## config.mk

```make
export PLATFORM = sky130hd
export DESIGN_NAME = request_sequencer
export DESIGN_NICKNAME = d
export VERILOG_FILES = /design/src/rtl/request_sequencer_pkg.sv /design/src/rtl/req_fifo.sv /design/src/rtl/request_sequencer.sv
export SDC_FILE = /design/constraint.sdc
export NUM_CORES = 1
export LEC_CHECK = 0
export ABC_AREA = 1
export ABC_CLOCK_PERIOD_IN_PS = 2400
export BUFFER_PORTS_ARGS = -buffer_cell sky130_fd_sc_hd__clkbuf_2
export CORE_UTILIZATION = 57
export DETAILED_ROUTE_END_ITERATION = 10
export PLACE_DENSITY = 0.73
export SYNTH_ARGS = -nofsm -noshare
export SYNTH_HDL_FRONTEND = slang
export SYNTH_SLANG_ARGS = --single-unit
```

## constraint.sdc

```tcl
create_clock -name clk -period 2.4 [get_ports clk]
set_input_delay 0.48 -clock clk [delete_from_list [all_inputs] [get_ports clk]]
set_output_delay 0.48 -clock clk [all_outputs]
set_load 0.02 [all_outputs]
```

## src/rtl/request_sequencer_pkg.sv

```systemverilog
// Shared types and defaults for the request sequencer and its FIFO.
package request_sequencer_pkg;

  typedef enum logic [2:0] {
    ST_IDLE,
    ST_ISSUE,
    ST_WAIT_START,
    ST_WAIT_DONE,
    ST_ERROR
  } state_e;

  typedef enum logic {
    REQ_ARRIVE = 1'b0,
    REQ_DEPART = 1'b1
  } req_e;

  localparam int unsigned DEF_CAPACITY = 3;
  localparam int unsigned DEF_TIMEOUT  = 1024;

  // Width of a counter that must hold 0..limit-1.
  function automatic int unsigned cnt_width(input int unsigned limit);
    return (limit > 2) ? $clog2(limit) : 1;
  endfunction

endpackage

```

## src/rtl/req_fifo.sv

```systemverilog
// Small 1-bit request FIFO; push when full and pop when empty are ignored.
module req_fifo #(
  parameter  int unsigned DEPTH = 4,
  localparam int unsigned CW    = $clog2(DEPTH + 1),
  localparam int unsigned PW    = (DEPTH > 1) ? $clog2(DEPTH) : 1
) (
  input  logic          clk,
  input  logic          rst_n,
  input  logic          push,
  input  logic          pop,
  input  logic          din,
  output logic          dout,
  output logic [CW-1:0] count,
  output logic          full,
  output logic          empty
);

  logic [DEPTH-1:0] mem_q, mem_d;
  logic [PW-1:0]    wr_ptr_q, wr_ptr_d;
  logic [PW-1:0]    rd_ptr_q, rd_ptr_d;
  logic [CW-1:0]    count_q, count_d;
  logic             do_push, do_pop;

  function automatic logic [PW-1:0] bump(input logic [PW-1:0] p);
    return (p == PW'(DEPTH - 1)) ? '0 : p + PW'(1);
  endfunction

  always_comb begin
    full    = (count_q == CW'(DEPTH));
    empty   = (count_q == '0);
    do_push = push & ~full;
    do_pop  = pop & ~empty;
    dout    = mem_q[rd_ptr_q];
    count   = count_q;
  end

  always_comb begin
    mem_d    = mem_q;
    wr_ptr_d = wr_ptr_q;
    rd_ptr_d = rd_ptr_q;
    count_d  = count_q;
    if (do_push) begin
      mem_d[wr_ptr_q] = din;
      wr_ptr_d        = bump(wr_ptr_q);
    end
    if (do_pop) begin
      rd_ptr_d = bump(rd_ptr_q);
    end
    case ({do_push, do_pop})
      2'b10:   count_d = count_q + CW'(1);
      2'b01:   count_d = count_q - CW'(1);
      default: count_d = count_q;
    endcase
  end

  always_ff @(posedge clk or negedge rst_n) begin
    if (!rst_n) begin
      mem_q    <= '0;
      wr_ptr_q <= '0;
      rd_ptr_q <= '0;
      count_q  <= '0;
    end else begin
      mem_q    <= mem_d;
      wr_ptr_q <= wr_ptr_d;
      rd_ptr_q <= rd_ptr_d;
      count_q  <= count_d;
    end
  end

endmodule

```

## src/rtl/request_sequencer.sv

```systemverilog
// Queues arrive/depart button presses and dispatches them one at a time to
// the garage interlock, guarding each handshake phase with a timeout.
module request_sequencer
  import request_sequencer_pkg::*;
#(
  parameter int unsigned DEPTH    = 4,
  parameter int unsigned CAPACITY = DEF_CAPACITY,
  parameter int unsigned TIMEOUT  = DEF_TIMEOUT
) (
  input  logic       clk,
  input  logic       rst,
  input  logic       arriveBtn,
  input  logic       departBtn,
  input  logic       arriving,
  input  logic       departing,
  input  logic [1:0] gFull,
  output logic       arriveCtrl,
  output logic       departCtrl,
  output logic [2:0] queueCount,
  output logic       busy,
  output logic       rejectPulse,
  output logic       timeoutErr
);

  localparam int unsigned QW = $clog2(DEPTH + 1);
  localparam int unsigned TW = cnt_width(TIMEOUT);

  logic [1:0]    arr_sync_q, arr_sync_d, dep_sync_q, dep_sync_d;
  logic          arr_prev_q, arr_prev_d, dep_prev_q, dep_prev_d;
  state_e        state_q, state_d;
  req_e          req_q, req_d;
  logic [TW-1:0] cnt_q, cnt_d;

  logic          arr_edge, dep_edge, push_req, push_ok, pop;
  logic          push_bit, fifo_dout, fifo_full, fifo_empty;
  logic [QW-1:0] fifo_count;
  logic          arr_ctrl, dep_ctrl, issue_rej, status, cnt_limit;

  always_comb begin
    arr_sync_d = {arr_sync_q[0], arriveBtn};
    dep_sync_d = {dep_sync_q[0], departBtn};
    arr_prev_d = arr_sync_q[1];
    dep_prev_d = dep_sync_q[1];
    arr_edge   = arr_sync_q[1] & ~arr_prev_q;
    dep_edge   = dep_sync_q[1] & ~dep_prev_q;
  end

  // A simultaneous pair queues the departure; the arrival is the one dropped.
  always_comb begin
    push_req = arr_edge | dep_edge;
    push_bit = dep_edge;
    push_ok  = push_req & ~fifo_full & (state_q != ST_ERROR);
    pop      = (state_q == ST_IDLE) & ~fifo_empty;
  end

  req_fifo #(
    .DEPTH(DEPTH)
  ) u_fifo (
    .clk  (clk),
    .rst_n(rst),
    .push (push_ok),
    .pop  (pop),
    .din  (push_bit),
    .dout (fifo_dout),
    .count(fifo_count),
    .full (fifo_full),
    .empty(fifo_empty)
  );

  always_comb begin
    status    = (req_q == REQ_DEPART) ? departing : arriving;
    cnt_limit = (cnt_q == TW'(TIMEOUT - 1));
  end

  always_comb begin
    state_d   = state_q;
    req_d     = req_q;
    cnt_d     = cnt_q;
    arr_ctrl  = 1'b0;
    dep_ctrl  = 1'b0;
    issue_rej = 1'b0;
    case (state_q)
      ST_IDLE: begin
        if (!fifo_empty) begin
          req_d   = req_e'(fifo_dout);
          state_d = ST_ISSUE;
        end
      end
      ST_ISSUE: begin
        if ((req_q == REQ_ARRIVE) && (32'(gFull) >= CAPACITY)) begin
          issue_rej = 1'b1;
          state_d   = ST_IDLE;
        end else if ((req_q == REQ_DEPART) && (gFull == '0)) begin
          issue_rej = 1'b1;
          state_d   = ST_IDLE;
        end else begin
          arr_ctrl = (req_q == REQ_ARRIVE);
          dep_ctrl = (req_q == REQ_DEPART);
          cnt_d    = '0;
          state_d  = ST_WAIT_START;
        end
      end
      ST_WAIT_START: begin
        if (status) begin
          cnt_d   = '0;
          state_d = ST_WAIT_DONE;
        end else if (cnt_limit) begin
          state_d = ST_ERROR;
        end else begin
          cnt_d = cnt_q + TW'(1);
        end
      end
      ST_WAIT_DONE: begin
        if (!status) begin
          state_d = ST_IDLE;
        end else if (cnt_limit) begin
          state_d = ST_ERROR;
        end else begin
          cnt_d = cnt_q + TW'(1);
        end
      end
      ST_ERROR: state_d = ST_ERROR;
      default:  state_d = ST_IDLE;
    endcase
  end

  always_comb begin
    arriveCtrl  = arr_ctrl;
    departCtrl  = dep_ctrl;
    queueCount  = 3'(fifo_count);
    busy        = (state_q != ST_IDLE);
    timeoutErr  = (state_q == ST_ERROR);
    rejectPulse = (arr_edge & dep_edge) | (push_req & ~push_ok) | issue_rej;
  end

  always_ff @(posedge clk or negedge rst) begin
    if (!rst) begin
      arr_sync_q <= '0;
      dep_sync_q <= '0;
      arr_prev_q <= 1'b0;
      dep_prev_q <= 1'b0;
      state_q    <= ST_IDLE;
      req_q      <= REQ_ARRIVE;
      cnt_q      <= '0;
    end else begin
      arr_sync_q <= arr_sync_d;
      dep_sync_q <= dep_sync_d;
      arr_prev_q <= arr_prev_d;
      dep_prev_q <= dep_prev_d;
      state_q    <= state_d;
      req_q      <= req_d;
      cnt_q      <= cnt_d;
    end
  end

endmodule

```

==> flow_summary.ini, run 1 <==
[die]
placementRows = 20
initial_utilization = 0.6060
io_pins = 16
die_height_um = 59.44
die_area_mm2 = 0.003533
core_mm2 = 0.003103
die_w_um = 59.44

[sta]
relSlewSlack = 0.4845
max_freq_ghz = 0.4641
tightest_slew_ps = 773.2
setup_tns_ps = 0
finalHoldViolations = 0
period_share = 0.8978
setup_viol = 0
skew_ps = 13.40
fin_crit_ps = 2155
rsz0062_at_grt = false
slew_viol_final = 0

[pwr]
p_switching_mw = 1.054
p_leak_nw = 1.110
pwr-share-clk = 0.185
comb_power_share = 0.459
p_int_mw = 1.301
power_frac_seq = 0.356
switching_share = 0.4475
pwr_density_cell_mw_per_mm2 = 1138
ir_drop_uv = 785.0

[route]
via_per_inst = 5.042
drc = 0
wl_met2_um = 1764
drtIter0Drc = 71
wl_met3_um = 117
m1WireLength_um = 1597
wl_per_cell_um = 11.38
top_layer = met4
firstDrtPassIters = 4
wirelength_um = 3549
ant_nets = 0
vias = 1573

[final_layout]
diodes = 0
syn_to_final_growth_pct = 10.05
fin_nets = 283
drive_gt1_frac = 0.1604
final_util = 0.6669

[synth]
yosysSeqAreaShare = 0.4125
synth_top_area_frac = 0.4125
yosys.area.top_type = dfrtp_1
ys_warn_count = 0
synth_area_mm2 = 0.001881
yosys-top-cells-area = dfrtp_1 41%, nand2_1 16%, inv_1 6.2%
netlist_instances = 248
avgSynthCellArea_um2 = 7.583
ys_ff_latch = 31
ys_types = 30
synth_fp_nets = 264

[critical_path]
cp-startpoint = state_q[0]$_DFFE_PN0P_
worst_r2r_startpoint = state_q[0]$_DFFE_PN0P_
path_class = reg2out
required_ps = 1920
start_kind = flip-flop
crit_path_end_kind = output port
worstPathMaxFanout = 6
cp.arrival_ps = 1670

[cts]
h-tree-depth = 2
hold_buffers = 0
cts_root_buf = clkbuf_4
clk_latency_ps = 340
cts.sinks = 31
postCtsSetupRepairBufs = 0
cts.clk_slew.worst_paths_ps = 110
cts_tree = built
cts_buffer_depth = 2
cts_made_buffers = 5
cts_resized = 0

[run]
drv_cap = 0

[run_status]
status = completed

[global_routing]
grtUsageTotal = 0.2331
antenna_found_initial = 0
grt_max_degree = 32
grt_pass1_vias = 1404
grt_pass1_wl_um = 5954
grt_overflow = 0

[min_path]
holdCritPathClass = in2async

[placement]
port_buffers = 15
dp_hpwl_um = 2593
gp_congestion = 0.8271
metrics by stage:
stage / power, mW / hold WS, ps / setup slack [ps] / instance area (um^2) / std cells
6_report: 2.354 / 192.7 / 245.2 / 2069 / 312
5_1_grt: 2.569 / 227.2 / 91.89 / 2069 / 312
4_1_cts: 2.378 / 214.2 / 255.2 / 2069 / 312
3_5_place_dp: 1.916 / 335.5 / 326.8 / 1983 / 304
3_3_place_gp: 1.894 / 334.1 / 424.4 / 1983 / 304
2_1_floorplan: 1.685 / 184.4 / 370.6 / 1881 / 248
cells in the mapped netlist:
| cell | number |
|---|---|
| mux2i_1 | 1 |
| xnor2_1 | 3 |
| dfrtp_1 | 31 |
| nand3_2 | 3 |
| nor3_2 | 1 |
| xor2_1 | 1 |
| a31oi_1 | 5 |
| nand3_1 | 16 |
| nor3_1 | 2 |
| o311ai_0 | 1 |
| nor2_2 | 2 |
| ha_1 | 7 |
| o21ai_0 | 13 |
| a21o_1 | 1 |
| nor2_4 | 3 |
| fa_1 | 1 |
| o22ai_1 | 1 |
| buf_6 | 2 |
| a21oi_2 | 1 |
| o21ai_2 | 1 |
| inv_1 | 31 |
| nand3_4 | 1 |
| nand2_1 | 78 |
| a21oi_1 | 5 |
| nand4_1 | 2 |
| inv_2 | 2 |
| nand2_4 | 1 |
| buf_2 | 1 |
| nand2_2 | 5 |
| nor2_1 | 26 |
metal layers:
metal	vias to the layer above	global-route usage
met3	7	0.06114
met2	27	0.4029
met1	711	0.2758
met4	0	0.08844
li1	828	-
met5	-	0
area by class of cell:
cell class | instances | area, um^2
Fill cell | 307 | 1033
Multi-Input combinational cell | 181 | 953.4
Tap cell | 44 | 55.05
Sequential cell | 31 | 775.7
Timing Repair Buffer | 15 | 75.07
Clock inverter | 2 | 35.03
Inverter | 33 | 123.9
Clock buffer | 6 | 51.30
cells by family after synthesis:
| kind of cell | Yosys count | share of synthesized area |
|---|---|---|
| compound gates | 28 | 0.08583 |
| xor+xnor | 4 | 0.01863 |
| fa+ha+maj | 8 | 0.05722 |
| buf+inv | 36 | 0.08050 |
| flops | 31 | 0.4125 |
| mux | 1 | 0.005323 |
| simple gates | 140 | 0.3400 |
power groups by stage:
stage                     registers [mW]  clock network, mW  logic, mW
after floorplan                    0.830                  0      0.855
after global placement             0.836                  0       1.06
after detailed placement           0.841                  0       1.08
after CTS                          0.834              0.449       1.10
after global routing               0.861              0.468       1.24
final                              0.838              0.436       1.08
critical path, stage by stage (launching register included):
cell and delay, ps:
dfrtp_1 460, nor2_1 200, nand2_1 130, nand2_2 120, nand2_1 50, o311ai_0 130
clkbuf_2 250
cell usage in the layout, fill, tap and decap left out, types with 7 or more instances in the layout:
| cell | synthesis | routed |
|---|---|---|
| ha_1 | 7 | 7 |
| clkbuf_2 | 0 | 15 |
| inv_1 | 31 | 31 |
| dfrtp_1 | 31 | 31 |
| nand2_1 | 78 | 78 |
| o21ai_0 | 13 | 13 |
| nor2_1 | 26 | 26 |
| nand3_1 | 16 | 16 |
final timing paths:
kind / to / slack [ps] / cells past startpoint
worst max-delay path: rejectPulse / 250 / 6
worst min-delay path: cnt_q[8]$_DFFE_PN0P_ / 190 / 1
worst max register to register: u_fifo.count[2]$_DFFE_PN0P_ / 270 / 10
worst min register to register: dep_sync_q[1]$_DFF_PN0_ / 350 / 0
max in group asynchronous: u_fifo.mem_q[3]$_DFFE_PN0P_ / 1700 / 1
min in group clk: arr_sync_q[0]$_DFF_PN0_ / 240 / 1
registers in the layout (all words and copies together), names as in the netlist:
register,count
u_fifo.mem_q,4
arr_prev_q,1
dep_prev_q,1
u_fifo.rd_ptr_q,2
cnt_q,10
req_q,1
state_q,3
u_fifo.wr_ptr_q,2
dep_sync_q,2
arr_sync_q,2
u_fifo.count,3
Note: power is estimated with default switching activity, not from simulation.
==> run 2, diff against run 1 <==
--- a/config.mk
+++ b/config.mk
@@ -6,11 +6,11 @@
 export NUM_CORES = 1
 export LEC_CHECK = 0
 export ABC_AREA = 1
-export ABC_CLOCK_PERIOD_IN_PS = 2400
+export ABC_CLOCK_PERIOD_IN_PS = 2150
 export BUFFER_PORTS_ARGS = -buffer_cell sky130_fd_sc_hd__clkbuf_2
 export CORE_UTILIZATION = 57
 export DETAILED_ROUTE_END_ITERATION = 10
-export PLACE_DENSITY = 0.73
+export PLACE_DENSITY_LB_ADDON = 0.3
 export SYNTH_ARGS = -nofsm -noshare
 export SYNTH_HDL_FRONTEND = slang
 export SYNTH_SLANG_ARGS = --single-unit
==> constraint.sdc (replaced) <==
create_clock -name clk -period 2.15 [get_ports clk]
set_input_delay 0.43 -clock clk [delete_from_list [all_inputs] [get_ports clk]]
set_output_delay 0.43 -clock clk [all_outputs]
set_load 0.02 [all_outputs]
==> flow_summary.ini, run 2 (synthesis gave the netlist of run 1 again) <==
[sta]
slew_viol_final = 0
whs_ps = 142.8
setup_tns_ps = 0
layout_setup_ws_ps = 84.17
setup_viol = 0
skew_ps = 2.924
tightest_slew_ps = 759.6
period_share = 0.9609
fin_crit_ps = 2066
finalHoldViolations = 0
relSlewSlack = 0.4936
max_freq_ghz = 0.4841

[route]
vias = 1613
wl_per_cell_um = 11.49
ant_nets = 0
drtIter0Drc = 70
firstDrtPassIters = 4
drc = 0
wirelength_um = 3631
via_per_inst = 5.104

[cts]
h-tree-depth = 2
cts_root_buf = clkbuf_4
cts_tree = built
cts.clk_slew.worst_paths_ps = 100
clk_latency_ps = 340
cts.sinks = 31
cts_made_buffers = 5
cts_buffer_depth = 2

[pwr]
p_leak_nw = 1.128
ir_drop_uv = 1120
power.total_mw = 2.653
pwr_density_cell_mw_per_mm2 = 1261

[final_layout]
layout.cells.non_filler = 316
top_register = cnt_q
diodes = 0
drive_gt1_frac = 0.1801
multi_input_area_um2 = 955.9
fin_nets = 287
nFillCells = 287
regArea_um2 = 777.0
final_common_cell = nand2_1
layout_common_cells = 78 x nand2_1, 31 x inv_1, 30 x dfrtp_1
syn_to_final_growth_pct = 11.84
largest_reg_flops = 10
top_regs = cnt_q (10), u_fifo.mem_q (4)

[die]
placementRows = 20
die_w_um = 59.44
io_pins = 16
core_mm2 = 0.003103
die_area_mm2 = 0.003533
initial_utilization = 0.6060
die_height_um = 59.44

[run_status]
status = completed

[placement]
gp_congestion = 0.8591
dp_hpwl_um = 2661
dp.cells = 306
pre_cts_slack_ps = 132.4
port_buffers = 15

[critical_path]
cp.arrival_ps = 1640
start_kind = flip-flop
worstPathMaxFanout = 6
worstPathCellList = nor2_2 > nand2_1 > nand2_2 > nand2_1 > o311ai_0 > buf_2
required_ps = 1720
cp_top_family = simple AND/OR/NAND/NOR gates
crit_top_cell = nand2_1
crit_path_end_kind = output port
slowest_stage = dfrtp_2
path_class = reg2out
crit_buf_inv = 1
critical_path.max_stage_delay_ps = 460

[global_routing]
grt_pass1_wl_um = 6085
grt_max_degree = 32
grtUsageTotal = 0.2366
grt_overflow = 0
grt_pass1_vias = 1478
antenna_found_initial = 0

[run]
drv_cap = 0

[min_path]
holdCritPathClass = in2async
[run 2: cell type report]
cell class / instances / share of cell area
clock buffer: 6 / 0.02439
sequential: 31 / 0.3694
timing repair buffer: 19 / 0.04997
multi-input combinational: 181 / 0.4545
inverter: 33 / 0.05889
tap: 44 / 0.02617
clock inverter: 2 / 0.01666
[run 2: per-layer routing]
| metal | share of wire | GRT usage | wire length, um | vias to the layer above |
|---|---|---|---|---|
| li1 | - | - | - | 829 |
| met1 | 0.45 | 0.2752 | 1622 | 753 |
| met2 | 0.51 | 0.4029 | 1840 | 25 |
| met3 | 0.030 | 0.06550 | 109 | 6 |
| met4 | 0.016 | 0.1088 | 59 | 0 |
| met5 | 0 | 0 | 0 | - |
[run 2: worst register-to-register path, cell delays in order, from the launching register on]
cell     delay (ps)
dfrtp_2         460
nor2_2          170
nand2_1         130
nand2_2         130
nor2_4           40
inv_1            50
ha_1            130
inv_1            70
fa_1            370
nor2_1          110
nor2_1           40
nand2_1          70
xnor2_1         100
[run 2: final timing paths]
path	startpoint	end	slack, ps	depth (start not counted)
worst max register to register	state_q[0]$_DFFE_PN0P_	u_fifo.count[2]$_DFFE_PN0P_	210	12
worst max-delay path	state_q[0]$_DFFE_PN0P_	rejectPulse	80	6
worst min register to register	arr_sync_q[0]$_DFF_PN0_	arr_sync_q[1]$_DFF_PN0_	360	0
worst min-delay path	rst	u_fifo.count[0]$_DFFE_PN0P_	140	1
max in group asynchronous	rst	state_q[0]$_DFFE_PN0P_	1490	1
min in group clk	departBtn	dep_sync_q[0]$_DFF_PN0_	190	1
[run 2: timing repair]
action	in CTS	in global routing
hold buffers	0	0
gates resized for setup	0	3
setup buffers	0	2
endpoints found under the setup margin	0	3
[run 2: report_power, final]
part	switching, mW	internal [mW]	leakage, nW
Sequential	0.181	0.755	0.387
Combinational	0.777	0.456	0.693
Clock	0.209	0.275	0.0482
Total	1.17	1.49	1.13
[run 2: stage by stage]
step | instance area [um^2] | utilization
global placement | 1998 | 0.6440
global route | 2103 | 0.6778
finish | 2103 | 0.6778
floorplan | 1881 | -
detailed placement | 1998 | 0.6440
CTS | 2085 | 0.6718
